`src/rtl/csr_trap_controller_if.sv`:
```
// Pipeline-facing bus of the machine-mode CSR/trap controller: CSR read/write ports,
// trap/mret events, interrupt lines and the redirect handshake toward flush logic.
interface csr_trap_controller_if #(
  parameter int W = 64
);
  logic         i_clk_en;
  logic [11:0]  i_csr_addr;
  logic [W-1:0] o_csr_rdata;
  logic         o_csr_illegal;
  logic         i_csr_we;
  logic [11:0]  i_csr_waddr;
  logic [W-1:0] i_csr_wdata;
  logic         i_exc_valid;
  logic [3:0]   i_exc_code;
  logic [W-1:0] i_exc_pc;
  logic [W-1:0] i_exc_tval;
  logic         i_mret;
  logic         i_irq_safe;
  logic [W-1:0] i_irq_pc;
  logic         i_meip;
  logic         i_msip;
  logic         i_mtip;
  logic         i_instr_retired;
  logic         o_redirect_valid;
  logic [W-1:0] o_redirect_pc;
  logic         i_redirect_ready;
  logic         o_busy;

  modport master (
    output i_clk_en, i_csr_addr, i_csr_we, i_csr_waddr, i_csr_wdata,
           i_exc_valid, i_exc_code, i_exc_pc, i_exc_tval, i_mret,
           i_irq_safe, i_irq_pc, i_meip, i_msip, i_mtip, i_instr_retired,
           i_redirect_ready,
    input  o_csr_rdata, o_csr_illegal, o_redirect_valid, o_redirect_pc, o_busy
  );

  modport slave (
    input  i_clk_en, i_csr_addr, i_csr_we, i_csr_waddr, i_csr_wdata,
           i_exc_valid, i_exc_code, i_exc_pc, i_exc_tval, i_mret,
           i_irq_safe, i_irq_pc, i_meip, i_msip, i_mtip, i_instr_retired,
           i_redirect_ready,
    output o_csr_rdata, o_csr_illegal, o_redirect_valid, o_redirect_pc, o_busy
  );
endinterface

```
`src/rtl/csr_trap_controller.sv`:
```
// Machine-mode CSR file with trap sequencer: interrupt arbitration, direct/vectored
// mtvec, 64-bit mcycle/minstret, and a valid/ready redirect toward the flush logic.
module csr_trap_controller #(
  parameter logic [1:0] XLEN = 2'b10,
  parameter logic [(1 << (int'(XLEN) + 4)) - 1:0] MTVEC_RESET = '0,
  parameter bit COUNTERS_EN = 1'b1
) (
  input logic i_clk,
  input logic i_rst,
  csr_trap_controller_if.slave bus
);
  localparam int W = 1 << (int'(XLEN) + 4);
  localparam logic [W-1:0] ALIGN_MASK = {{(W-2){1'b1}}, 2'b00};

  localparam logic [11:0] A_MSTATUS   = 12'h300;
  localparam logic [11:0] A_MIE       = 12'h304;
  localparam logic [11:0] A_MTVEC     = 12'h305;
  localparam logic [11:0] A_MSCRATCH  = 12'h340;
  localparam logic [11:0] A_MEPC      = 12'h341;
  localparam logic [11:0] A_MCAUSE    = 12'h342;
  localparam logic [11:0] A_MTVAL     = 12'h343;
  localparam logic [11:0] A_MIP       = 12'h344;
  localparam logic [11:0] A_MCYCLE    = 12'hB00;
  localparam logic [11:0] A_MINSTRET  = 12'hB02;
  localparam logic [11:0] A_MCYCLEH   = 12'hB80;
  localparam logic [11:0] A_MINSTRETH = 12'hB82;

  typedef enum logic [1:0] {S_IDLE, S_TRAP, S_RET, S_ACK} state_e;

  state_e       state_q, state_d;
  logic         st_mie_q, st_mie_d;
  logic         st_mpie_q, st_mpie_d;
  logic [2:0]   mie_q, mie_d;  // {MEIE, MTIE, MSIE}
  logic [W-1:0] mtvec_q, mtvec_d;
  logic [W-1:0] mepc_q, mepc_d;
  logic [W-1:0] mcause_q, mcause_d;
  logic [W-1:0] mtval_q, mtval_d;
  logic [W-1:0] mscratch_q, mscratch_d;
  logic [63:0]  mcycle_q, mcycle_d;
  logic [63:0]  minstret_q, minstret_d;
  logic         redirect_valid_q, redirect_valid_d;
  logic [W-1:0] redirect_pc_q, redirect_pc_d;

  logic [2:0]   irq_pend;
  logic         irq;
  logic [3:0]   irq_id;
  logic [W-1:0] trap_base;
  logic [W-1:0] trap_target;
  logic         take_trap;
  logic         we_hit;

  // Interrupt arbitration: MEI > MSI > MTI
  always_comb begin
    irq_pend = {bus.i_meip, bus.i_mtip, bus.i_msip} & mie_q;
    irq      = st_mie_q & (|irq_pend) & bus.i_irq_safe;
    if (irq_pend[2])      irq_id = 4'd11;
    else if (irq_pend[0]) irq_id = 4'd3;
    else                  irq_id = 4'd7;
  end

  // Combinational read port; no bypass of a same-cycle write
  always_comb begin
    bus.o_csr_rdata   = '0;
    bus.o_csr_illegal = 1'b0;
    case (bus.i_csr_addr)
      A_MSTATUS: begin
        bus.o_csr_rdata[12:11] = 2'b11;
        bus.o_csr_rdata[7]     = st_mpie_q;
        bus.o_csr_rdata[3]     = st_mie_q;
      end
      A_MIE: begin
        bus.o_csr_rdata[11] = mie_q[2];
        bus.o_csr_rdata[7]  = mie_q[1];
        bus.o_csr_rdata[3]  = mie_q[0];
      end
      A_MIP: begin
        bus.o_csr_rdata[11] = bus.i_meip;
        bus.o_csr_rdata[7]  = bus.i_mtip;
        bus.o_csr_rdata[3]  = bus.i_msip;
      end
      A_MTVEC:    bus.o_csr_rdata = mtvec_q;
      A_MSCRATCH: bus.o_csr_rdata = mscratch_q;
      A_MEPC:     bus.o_csr_rdata = mepc_q;
      A_MCAUSE:   bus.o_csr_rdata = mcause_q;
      A_MTVAL:    bus.o_csr_rdata = mtval_q;
      A_MCYCLE:   bus.o_csr_rdata = mcycle_q[W-1:0];
      A_MINSTRET: bus.o_csr_rdata = minstret_q[W-1:0];
      A_MCYCLEH: begin
        if (W == 32) bus.o_csr_rdata = W'(mcycle_q[63:32]);
        else         bus.o_csr_illegal = 1'b1;
      end
      A_MINSTRETH: begin
        if (W == 32) bus.o_csr_rdata = W'(minstret_q[63:32]);
        else         bus.o_csr_illegal = 1'b1;
      end
      default: bus.o_csr_illegal = 1'b1;
    endcase
  end

  // Counters: a write to either half replaces that cycle's increment
  always_comb begin
    mcycle_d   = mcycle_q + 64'd1;
    minstret_d = minstret_q + {63'd0, bus.i_instr_retired};
    if (bus.i_csr_we) begin
      if (W == 32) begin
        case (bus.i_csr_waddr)
          A_MCYCLE:    mcycle_d   = {mcycle_q[63:32], bus.i_csr_wdata[31:0]};
          A_MCYCLEH:   mcycle_d   = {bus.i_csr_wdata[31:0], mcycle_q[31:0]};
          A_MINSTRET:  minstret_d = {minstret_q[63:32], bus.i_csr_wdata[31:0]};
          A_MINSTRETH: minstret_d = {bus.i_csr_wdata[31:0], minstret_q[31:0]};
          default: ;
        endcase
      end else begin
        if (bus.i_csr_waddr == A_MCYCLE)   mcycle_d   = 64'(bus.i_csr_wdata);
        if (bus.i_csr_waddr == A_MINSTRET) minstret_d = 64'(bus.i_csr_wdata);
      end
    end
    if (!COUNTERS_EN) begin
      mcycle_d   = '0;
      minstret_d = '0;
    end
  end

  // CSR writes first, then trap/mret updates override them
  always_comb begin
    // NOTE: every _d gets its hold value before any branch, so no path can infer a latch.
    state_d          = state_q;
    st_mie_d         = st_mie_q;
    st_mpie_d        = st_mpie_q;
    mie_d            = mie_q;
    mtvec_d          = mtvec_q;
    mepc_d           = mepc_q;
    mcause_d         = mcause_q;
    mtval_d          = mtval_q;
    mscratch_d       = mscratch_q;
    redirect_valid_d = redirect_valid_q;
    redirect_pc_d    = redirect_pc_q;
    take_trap        = 1'b0;
    we_hit           = bus.i_csr_we;
    trap_base        = mtvec_q & ALIGN_MASK;
    trap_target      = trap_base;

    if (we_hit) begin
      case (bus.i_csr_waddr)
        A_MSTATUS: begin
          st_mie_d  = bus.i_csr_wdata[3];
          st_mpie_d = bus.i_csr_wdata[7];
        end
        A_MIE: mie_d = {bus.i_csr_wdata[11], bus.i_csr_wdata[7], bus.i_csr_wdata[3]};
        A_MTVEC: begin
          mtvec_d = bus.i_csr_wdata;
          if (bus.i_csr_wdata[1:0] >= 2'd2) mtvec_d[1:0] = mtvec_q[1:0];
        end
        A_MEPC:     mepc_d     = bus.i_csr_wdata & ALIGN_MASK;
        A_MCAUSE:   mcause_d   = bus.i_csr_wdata;
        A_MTVAL:    mtval_d    = bus.i_csr_wdata;
        A_MSCRATCH: mscratch_d = bus.i_csr_wdata;
        default: ;
      endcase
    end

    case (state_q)
      S_IDLE: begin
        if (bus.i_exc_valid) begin
          take_trap = 1'b1;
          mepc_d    = bus.i_exc_pc & ALIGN_MASK;
          mcause_d  = W'(bus.i_exc_code);
          mtval_d   = bus.i_exc_tval;
        end else if (irq) begin
          take_trap = 1'b1;
          mepc_d    = bus.i_irq_pc & ALIGN_MASK;
          mcause_d  = {1'b1, (W-1)'(irq_id)};
          mtval_d   = '0;
          if (mtvec_q[1:0] == 2'b01) trap_target = trap_base + W'({irq_id, 2'b00});
        end else if (bus.i_mret) begin
          st_mie_d         = st_mpie_q;
          st_mpie_d        = 1'b1;
          redirect_pc_d    = mepc_q;
          redirect_valid_d = 1'b1;
          state_d          = S_RET;
        end
        if (take_trap) begin
          st_mpie_d        = st_mie_q;
          st_mie_d         = 1'b0;
          redirect_pc_d    = trap_target;
          redirect_valid_d = 1'b1;
          state_d          = S_TRAP;
        end
      end
      S_TRAP, S_RET, S_ACK: begin
        // Ready may already be high in the first valid cycle
        if (bus.i_redirect_ready) begin
          redirect_valid_d = 1'b0;
          state_d          = S_IDLE;
        end else begin
          state_d = S_ACK;
        end
      end
      default: state_d = S_IDLE;
    endcase
  end

  always_ff @(posedge i_clk or posedge i_rst) begin
    if (i_rst) begin
      state_q          <= S_IDLE;
      st_mie_q         <= 1'b0;
      st_mpie_q        <= 1'b0;
      mie_q            <= '0;
      mtvec_q          <= MTVEC_RESET & ALIGN_MASK;
      mepc_q           <= '0;
      mcause_q         <= '0;
      mtval_q          <= '0;
      mscratch_q       <= '0;
      mcycle_q         <= '0;
      minstret_q       <= '0;
      redirect_valid_q <= 1'b0;
      redirect_pc_q    <= '0;
    end else if (bus.i_clk_en) begin
      // NOTE: non-blocking updates so every register samples pre-edge values of the others.
      state_q          <= state_d;
      st_mie_q         <= st_mie_d;
      st_mpie_q        <= st_mpie_d;
      mie_q            <= mie_d;
      mtvec_q          <= mtvec_d;
      mepc_q           <= mepc_d;
      mcause_q         <= mcause_d;
      mtval_q          <= mtval_d;
      mscratch_q       <= mscratch_d;
      mcycle_q         <= mcycle_d;
      minstret_q       <= minstret_d;
      redirect_valid_q <= redirect_valid_d;
      redirect_pc_q    <= redirect_pc_d;
    end
  end

  assign bus.o_redirect_valid = redirect_valid_q;
  assign bus.o_redirect_pc    = redirect_pc_q;
  assign bus.o_busy           = (state_q != S_IDLE);
endmodule

```
`src/flat_wrapper.sv`:
```
// flat-port wrapper written by rule: the top's interface ports become plain ports
module csr_trap_controller_flat 
#(
  parameter logic [1:0] XLEN = 2'b10,
  parameter logic [(1 << (int'(XLEN) + 4)) - 1:0] MTVEC_RESET = '0,
  parameter bit COUNTERS_EN = 1'b1
)
  (i_clk, i_rst, bus_i_clk_en, bus_i_csr_addr, bus_i_csr_we, bus_i_csr_waddr, bus_i_csr_wdata, bus_i_exc_valid, bus_i_exc_code, bus_i_exc_pc, bus_i_exc_tval, bus_i_mret, bus_i_irq_safe, bus_i_irq_pc, bus_i_meip, bus_i_msip, bus_i_mtip, bus_i_instr_retired, bus_i_redirect_ready, bus_o_csr_rdata, bus_o_csr_illegal, bus_o_redirect_valid, bus_o_redirect_pc, bus_o_busy);
  csr_trap_controller_if bus_i ();
  input logic i_clk;
  input logic i_rst;
  input wire logic [$bits(bus_i.i_clk_en)-1:0] bus_i_clk_en;
  input wire logic [$bits(bus_i.i_csr_addr)-1:0] bus_i_csr_addr;
  input wire logic [$bits(bus_i.i_csr_we)-1:0] bus_i_csr_we;
  input wire logic [$bits(bus_i.i_csr_waddr)-1:0] bus_i_csr_waddr;
  input wire logic [$bits(bus_i.i_csr_wdata)-1:0] bus_i_csr_wdata;
  input wire logic [$bits(bus_i.i_exc_valid)-1:0] bus_i_exc_valid;
  input wire logic [$bits(bus_i.i_exc_code)-1:0] bus_i_exc_code;
  input wire logic [$bits(bus_i.i_exc_pc)-1:0] bus_i_exc_pc;
  input wire logic [$bits(bus_i.i_exc_tval)-1:0] bus_i_exc_tval;
  input wire logic [$bits(bus_i.i_mret)-1:0] bus_i_mret;
  input wire logic [$bits(bus_i.i_irq_safe)-1:0] bus_i_irq_safe;
  input wire logic [$bits(bus_i.i_irq_pc)-1:0] bus_i_irq_pc;
  input wire logic [$bits(bus_i.i_meip)-1:0] bus_i_meip;
  input wire logic [$bits(bus_i.i_msip)-1:0] bus_i_msip;
  input wire logic [$bits(bus_i.i_mtip)-1:0] bus_i_mtip;
  input wire logic [$bits(bus_i.i_instr_retired)-1:0] bus_i_instr_retired;
  input wire logic [$bits(bus_i.i_redirect_ready)-1:0] bus_i_redirect_ready;
  output wire logic [$bits(bus_i.o_csr_rdata)-1:0] bus_o_csr_rdata;
  output wire logic [$bits(bus_i.o_csr_illegal)-1:0] bus_o_csr_illegal;
  output wire logic [$bits(bus_i.o_redirect_valid)-1:0] bus_o_redirect_valid;
  output wire logic [$bits(bus_i.o_redirect_pc)-1:0] bus_o_redirect_pc;
  output wire logic [$bits(bus_i.o_busy)-1:0] bus_o_busy;
  assign bus_i.i_clk_en = bus_i_clk_en;
  assign bus_i.i_csr_addr = bus_i_csr_addr;
  assign bus_i.i_csr_we = bus_i_csr_we;
  assign bus_i.i_csr_waddr = bus_i_csr_waddr;
  assign bus_i.i_csr_wdata = bus_i_csr_wdata;
  assign bus_i.i_exc_valid = bus_i_exc_valid;
  assign bus_i.i_exc_code = bus_i_exc_code;
  assign bus_i.i_exc_pc = bus_i_exc_pc;
  assign bus_i.i_exc_tval = bus_i_exc_tval;
  assign bus_i.i_mret = bus_i_mret;
  assign bus_i.i_irq_safe = bus_i_irq_safe;
  assign bus_i.i_irq_pc = bus_i_irq_pc;
  assign bus_i.i_meip = bus_i_meip;
  assign bus_i.i_msip = bus_i_msip;
  assign bus_i.i_mtip = bus_i_mtip;
  assign bus_i.i_instr_retired = bus_i_instr_retired;
  assign bus_i.i_redirect_ready = bus_i_redirect_ready;
  assign bus_o_csr_rdata = bus_i.o_csr_rdata;
  assign bus_o_csr_illegal = bus_i.o_csr_illegal;
  assign bus_o_redirect_valid = bus_i.o_redirect_valid;
  assign bus_o_redirect_pc = bus_i.o_redirect_pc;
  assign bus_o_busy = bus_i.o_busy;
  csr_trap_controller #(.XLEN(XLEN), .MTVEC_RESET(MTVEC_RESET), .COUNTERS_EN(COUNTERS_EN)) u_core (.i_clk(i_clk), .i_rst(i_rst), .bus(bus_i));
endmodule
```
`config.mk`:
```
export PLATFORM = sky130hd
export DESIGN_NAME = csr_trap_controller_flat
export DESIGN_NICKNAME = d
export VERILOG_FILES = /design/src/rtl/csr_trap_controller_if.sv /design/src/rtl/csr_trap_controller.sv /design/src/flat_wrapper.sv
export SDC_FILE = /design/constraint.sdc
export NUM_CORES = 2
export LEC_CHECK = 0
export CAP_MARGIN = 0
export CORE_ASPECT_RATIO = 0.5
export CORE_MARGIN = 2
export CORE_UTILIZATION = 47
export DETAILED_ROUTE_END_ITERATION = 6
export PLACE_DENSITY = 0.73
export SYNTH_ARGS = -nofsm -noshare
export SYNTH_HDL_FRONTEND = slang
export SYNTH_SLANG_ARGS = --single-unit
```
`constraint.sdc`:
```
create_clock -name i_clk -period 20.5 [get_ports i_clk]
set_input_delay 4.1 -clock i_clk [delete_from_list [all_inputs] [get_ports i_clk]]
set_output_delay 4.1 -clock i_clk [all_outputs]
set_load 0.1 [all_outputs]
```
# [Word-level counts from Yosys, hierarchy flattened]
# Cells that the tools add are included.
[classes] n_reduce_logical=13 n_bitwise=4 n_mux=66 n_eq_ne=29 order_cmp=1 addsub=3
[op_table] operator="$mux 64" count=26
[op_table] operator="$pmux 51 s7" count=1
[op_table] operator="$eq 12x10->1 const B" count=15
[op_table] operator="$add 64x1->64" count=1
[op_table] operator="$add 64x1->64 const B" count=1
[op_table] operator="$add 64x6->64" count=1
[op_table] operator="$pmux 3 s7" count=3
[op_table] operator="$eq 12x12->1 const B" count=4
[op_table] operator="$pmux 1 s10" count=3
[op_table] operator="$mux 1" count=23
[op_table] operator="$mux 2" count=5
[op_table] operator="$reduce_and 5->1" count=2
[op_table] operator="$reduce_or 10->1" count=1
[op_table] operator="$ne 3x3->1 const B" count=3
[op_table] operator="$reduce_and 3->1" count=3
[op_table] operator="$pmux 1 s8" count=1
[op_table] operator="$reduce_and 4->1" count=2
[op_table] operator="$reduce_or 3->1" count=2
[op_table] operator="$eq 2x1->1 const B" count=2
[op_table] operator="$eq 2x2->1 const B" count=2
[op_table] operator="$mux 4" count=1
[op_table] operator="$ne 2x2->1 const B" count=2
[op_table] operator="$pmux 2 s2" count=1
[op_table] operator="$reduce_bool 2->1" count=2
[op_table] operator="other kinds (8)" count=9
[totals] word_cells=130 out_inout_bits=131 ff_bits=520

# [Longest topological paths before layout]
[depth] depth_word=9 mapped_depth=10 mapped_depth_nobuf=9

# [Least setup slack after synthesis]
# No wires, ideal clock.
[synth_timing] kind="input port to output port" start="in bus_i_csr_addr[7]" end="out bus_o_csr_rdata[0]" t_arrival_ns=6.850 required_ns=16.400 path_stages=7 n_path_buf=2 setup_slack_ns=9.550 path_cell_list="or4_1 or4b_2 nor3b_1 clkbuf_1 clkbuf_1 a222oi_1 nand2_1"
[synth_between] elab_chain_len=2 elab_cells_between_ends=8 classes_between="eq/ne (7); mux (1)"
[synth_lines] item="start, declared" line_no="flat_wrapper.sv:13" source="input wire logic [$bits(bus_i.i_csr_addr)-1:0] bus_i_csr_addr;"
[synth_lines] item="$eq 12x12->1 or $eq 12x10->1 (tied branches)" line_no="csr_trap_controller.sv:65" source="case (bus.i_csr_addr)"
[synth_lines] item="$pmux 3 s7 (*)" line_no="csr_trap_controller.sv:65"
[synth_lines] item="end, declared" line_no="flat_wrapper.sv:29" source="output wire logic [$bits(bus_i.o_csr_rdata)-1:0] bus_o_csr_rdata;"
# Mark *: on every way between the ends. The rest lies on a longest branch, timed or not.

# [Worst setup path after layout]
[layout_timing] start="in bus_i_csr_addr[7]" end="out bus_o_csr_rdata[12]"
[layout_between] elab_chain_len=2 elab_cells_between_ends=9 classes_between="eq/ne (8); mux (1)"
[layout_lines] item="$eq 12x12->1 or $eq 12x10->1 (tied branches)" line_no="csr_trap_controller.sv:65"
[layout_lines] item="$pmux 1 s8 (*)" line_no="csr_trap_controller.sv:65"
# Marked as above.

==> run_results.csv <==
group,metric,value,unit
cells_and_area,finalInstanceArea,0.0358,mm^2
global_route,grt_pass1_wl,168,mm
worst_setup_path,reg2reg_from,"u_core.mie_q[0]",
power,p_leak,14.7,nW
logic_synthesis,ys_ff_latch,520,
worst_setup_path,worst_setup_path_end_kind,"output pin",
worst_setup_path,path_class,"in2out",
timing,min_period,12510,ps
routing,firstDrtPassIters,7,
clock_network,postCtsSetupRepairBufs,0,
logic_synthesis,synthArstFlopShare,1.00,
routing,ant_nets,0,
worst_setup_path,r2r_end,"u_core.mtval_q[63]",
clock_network,clock-sinks,520,
routing,routedWlPerCell,25.7,um
logic_synthesis,synth_edf_count,0,
min_path,worstHoldStart,"u_core.mtval_q[8]",
clock_network,clkTransAtPathRegs,60,ps
floorplanning,core-area,0.0613,mm^2
clock_network,htree_levels,2,
run_status,status,"complete, but fails checks",
timing,tns,0,ps
global_route,track_usage,0.335,
floorplanning,num_rows,64,
worst_setup_path,crit_arrival,8410,ps
timing,worstMarginPinSlew,1270,ps
worst_setup_path,cp-start-kind,"input pin",
cells_and_area,multi_input_area,0.0153,mm^2
logic_synthesis,synthesis.area,0.0293,mm^2
routing,wirelength,110,mm
routing,vias,28795,
clock_network,clk_path_buf_depth,3,
worst_setup_path,required,16400,ps
min_path,holdPathStages,2,
timing,fmax,79.9,MHz
job,maxCapViolCount,0,
min_path,hold_class,"reg2reg",
cells_and_area,fin_util,0.584,
min_path,min_to,"u_core.mtval_q[8]",
clock_network,cts_resized,0,
logic_synthesis,synth_top_area_cell,"dfrtp_1",
logic_synthesis,ys_types,82,
cells_and_area,nFillCells,5338,
floorplanning,io-pin-count,427,
place,placed_area,0.0341,mm^2
worst_setup_path,reg2reg_slack,16580,ps
worst_setup_path,cpPeakStageDelay,1150,ps
floorplanning,die-area,0.0645,mm^2
global_route,grt_max_degree,143,
worst_setup_path,path_max_fanout,64,
clock_network,cts_tree,"yes",
logic_synthesis,synth_warnings,0,
run_status,violations,"DRC",
power,power_density,92.2,mW/mm^2
place,port_buffers,422,
place,hpwlAfterDp,73.5,mm
routing,drc_errors,7,
cells_and_area,diodes,0,
floorplanning,die_x,357,um
logic_synthesis,ys.flop_type,"dfrtp_1",
cells_and_area,syn_to_final_growth,22.2,%
floorplanning,die_y,181,um
worst_setup_path,cp_cell_sequence,"clkdlybuf4s50_1, or4_1, or4b_2, nor3b_2, buf_4, a221o_1, a221o_1, clkdlybuf4s50_1",
logic_synthesis,synth.avg_cell_area,9.28,um^2
cells_and_area,final-seq-area,0.0130,mm^2
timing,finalHoldViolCount,0,
global_route,grt_pass1_vias,27646,
power,ir_worst_vdd,58.2,uV
clock_network,cts_root_buf,"clkbuf_16",
routing,vias_per_cell,6.73,
logic_synthesis,yosysSeqAreaShare,0.444,
clock_network,worstSkewPairLatency,600,ps
worst_setup_path,cp_slowest_cell,"clkdlybuf4s50_1",
logic_synthesis,yosys.area.top_type_share,0.444,
logic_synthesis,netlist_instances,3157,
logic_synthesis,synth_area_leaders,"dfrtp_1 (44%), nand2_1 (7.0%), a21oi_1 (5.5%), mux2_2 (4.9%), mux4_2 (4.9%)",
clock_network,cts_buffers,50,
logic_synthesis,yosysMostFrequentCell,"nand2_1",
worst_setup_path,worst_r2r_path_depth,9,
timing,timing.final.crit_share,0.610,
timing,clock_skew,15.6,ps
global_route,overflow,0,
timing,max_slew_margin,0.153,
timing,rsz0062_at_grt,"false",
clock_network,postCtsHoldBufs,0,
place,gp_congestion,0.934,
cells_and_area,finalNetCount,3715,
timing,maxSlewViolCount,0,
timing,setup_viol,0,
cells_and_area,final_cell_count_no_fill,4278,
cells_and_area,drive_gt1_frac,0.109,
logic_synthesis,netlist_top_cells_count,"nand2_1 (550), dfrtp_1 (520), a21oi_1 (323)",
floorplanning,start_util,0.478,
place,place_inst,4186,
routing,first_iter_violations,4240,
global_route,antenna_found_initial,2,
logic_synthesis,syn-num-nets,3459,
worst max-delay path: cells and delay by family:
| kind | cells | cell delay, ps |
|---|---|---|
| AND/OR/NAND/NOR | 3 | 1500 |
| AO/OA/AOI/OAI | 2 | 520 |
| buffers and inverters | 3 | 2260 |
registers in the layout, indices dropped and copies added, names as in the netlist:
signal                       flops
u_core.st_mie_q                  1
u_core.bus.o_redirect_pc        64
u_core.bus.o_redirect_valid      1
u_core.mscratch_q               64
u_core.mepc_q                   64
u_core.mie_q                     3
u_core.mcycle_q                 64
u_core.st_mpie_q                 1
u_core.minstret_q               64
u_core.mtvec_q                  64
u_core.mtval_q                  64
u_core.state_q                   2
u_core.mcause_q                 64
how the worst max path moves through the flow:
stage                            from                          end  slack [ps]  depth (start not counted)
finish              bus_i_csr_addr[7]          bus_o_csr_rdata[12]        7990                          8
global route        bus_i_csr_addr[7]          bus_o_csr_rdata[12]        7950                          8
CTS                 bus_i_csr_addr[7]          bus_o_csr_rdata[12]        8050                          8
detailed placement  bus_i_csr_addr[7]          bus_o_csr_rdata[12]        8070                          8
global placement    bus_i_csr_addr[7]          bus_o_csr_rdata[12]        8100                          8
floorplan                       i_rst  u_core.bus.o_redirect_pc[0]        1870                          1
placed cells by master (no fill, tap or decap), types with 11 or more instances in the layout:
cell,synthesis,layout
o32ai_1,23,23
xnor2_1,46,46
and4_1,14,14
nor4_1,33,30
a32oi_1,64,64
or3_1,15,15
a221oi_1,64,64
clkinv_2,0,11
nand4_1,48,48
mux4_2,64,64
and3_1,26,26
a22oi_1,50,50
nand2_1,550,544
clkdlybuf4s50_1,0,419
clkbuf_8,2,16
o21ai_0,222,221
clkbuf_16,0,53
o22ai_1,51,51
a2bb2oi_1,72,72
inv_1,38,37
dfrtp_1,520,520
buf_4,0,45
nor3_1,55,53
mux2_2,128,128
a222oi_1,65,65
o31ai_1,12,12
nor2_1,118,113
nand3_1,114,113
a21oi_1,323,322
area by class of cell:
type | count | share of cell area
multi-input combinational | 2334 | 0.426
sequential | 520 | 0.363
timing repair buffer | 467 | 0.128
clock buffer | 76 | 0.0439
tap | 825 | 0.0288
clock inverter | 16 | 0.00521
inverter | 40 | 0.00454
power by group:
part	leakage, nW	total, mW	internal (mW)	switching [mW]
logic	7.11	0.976	0.286	0.690
clock network	0.882	1.00	0.579	0.424
registers	6.66	1.32	1.19	0.136
total	14.7	3.30	2.05	1.25
metal layers:
layer  vias to the layer above  wire (um)  track usage
met1                     14506      45200        0.469
met4                         0       3370        0.102
met3                       234      10600       0.0648
li1                      12470          -            -
met2                      1585      51000        0.528
met5                         -          0            0
kinds of logic (layout without fill, tap and decap cells):
kind of cell / count (synthesis) / in the layout / synth area share
and+or+nand+nor: 1050 / 1050 / 0.165
AOI/OAI and AO/OA: 1021 / 1021 / 0.230
DFF: 520 / 520 / 0.444
buffers and inverters: 303 / 599 / 0.0399
muxes: 202 / 202 / 0.102
xor gates and xnor gates: 55 / 55 / 0.0164
adders and majority gates: 6 / 6 / 0.00256
metrics by stage:
stage / worst slack (ps) / power (mW) / hold slack [ps]
2_1_floorplan: 1870 / 1.97 / 434
3_3_place_gp: 8100 / 2.29 / 449
3_5_place_dp: 8070 / 2.31 / 454
4_1_cts: 8050 / 3.30 / 467
5_1_grt: 7950 / 3.42 / 486
6_report: 7990 / 3.30 / 468
(Power assumes the default switching activity.)
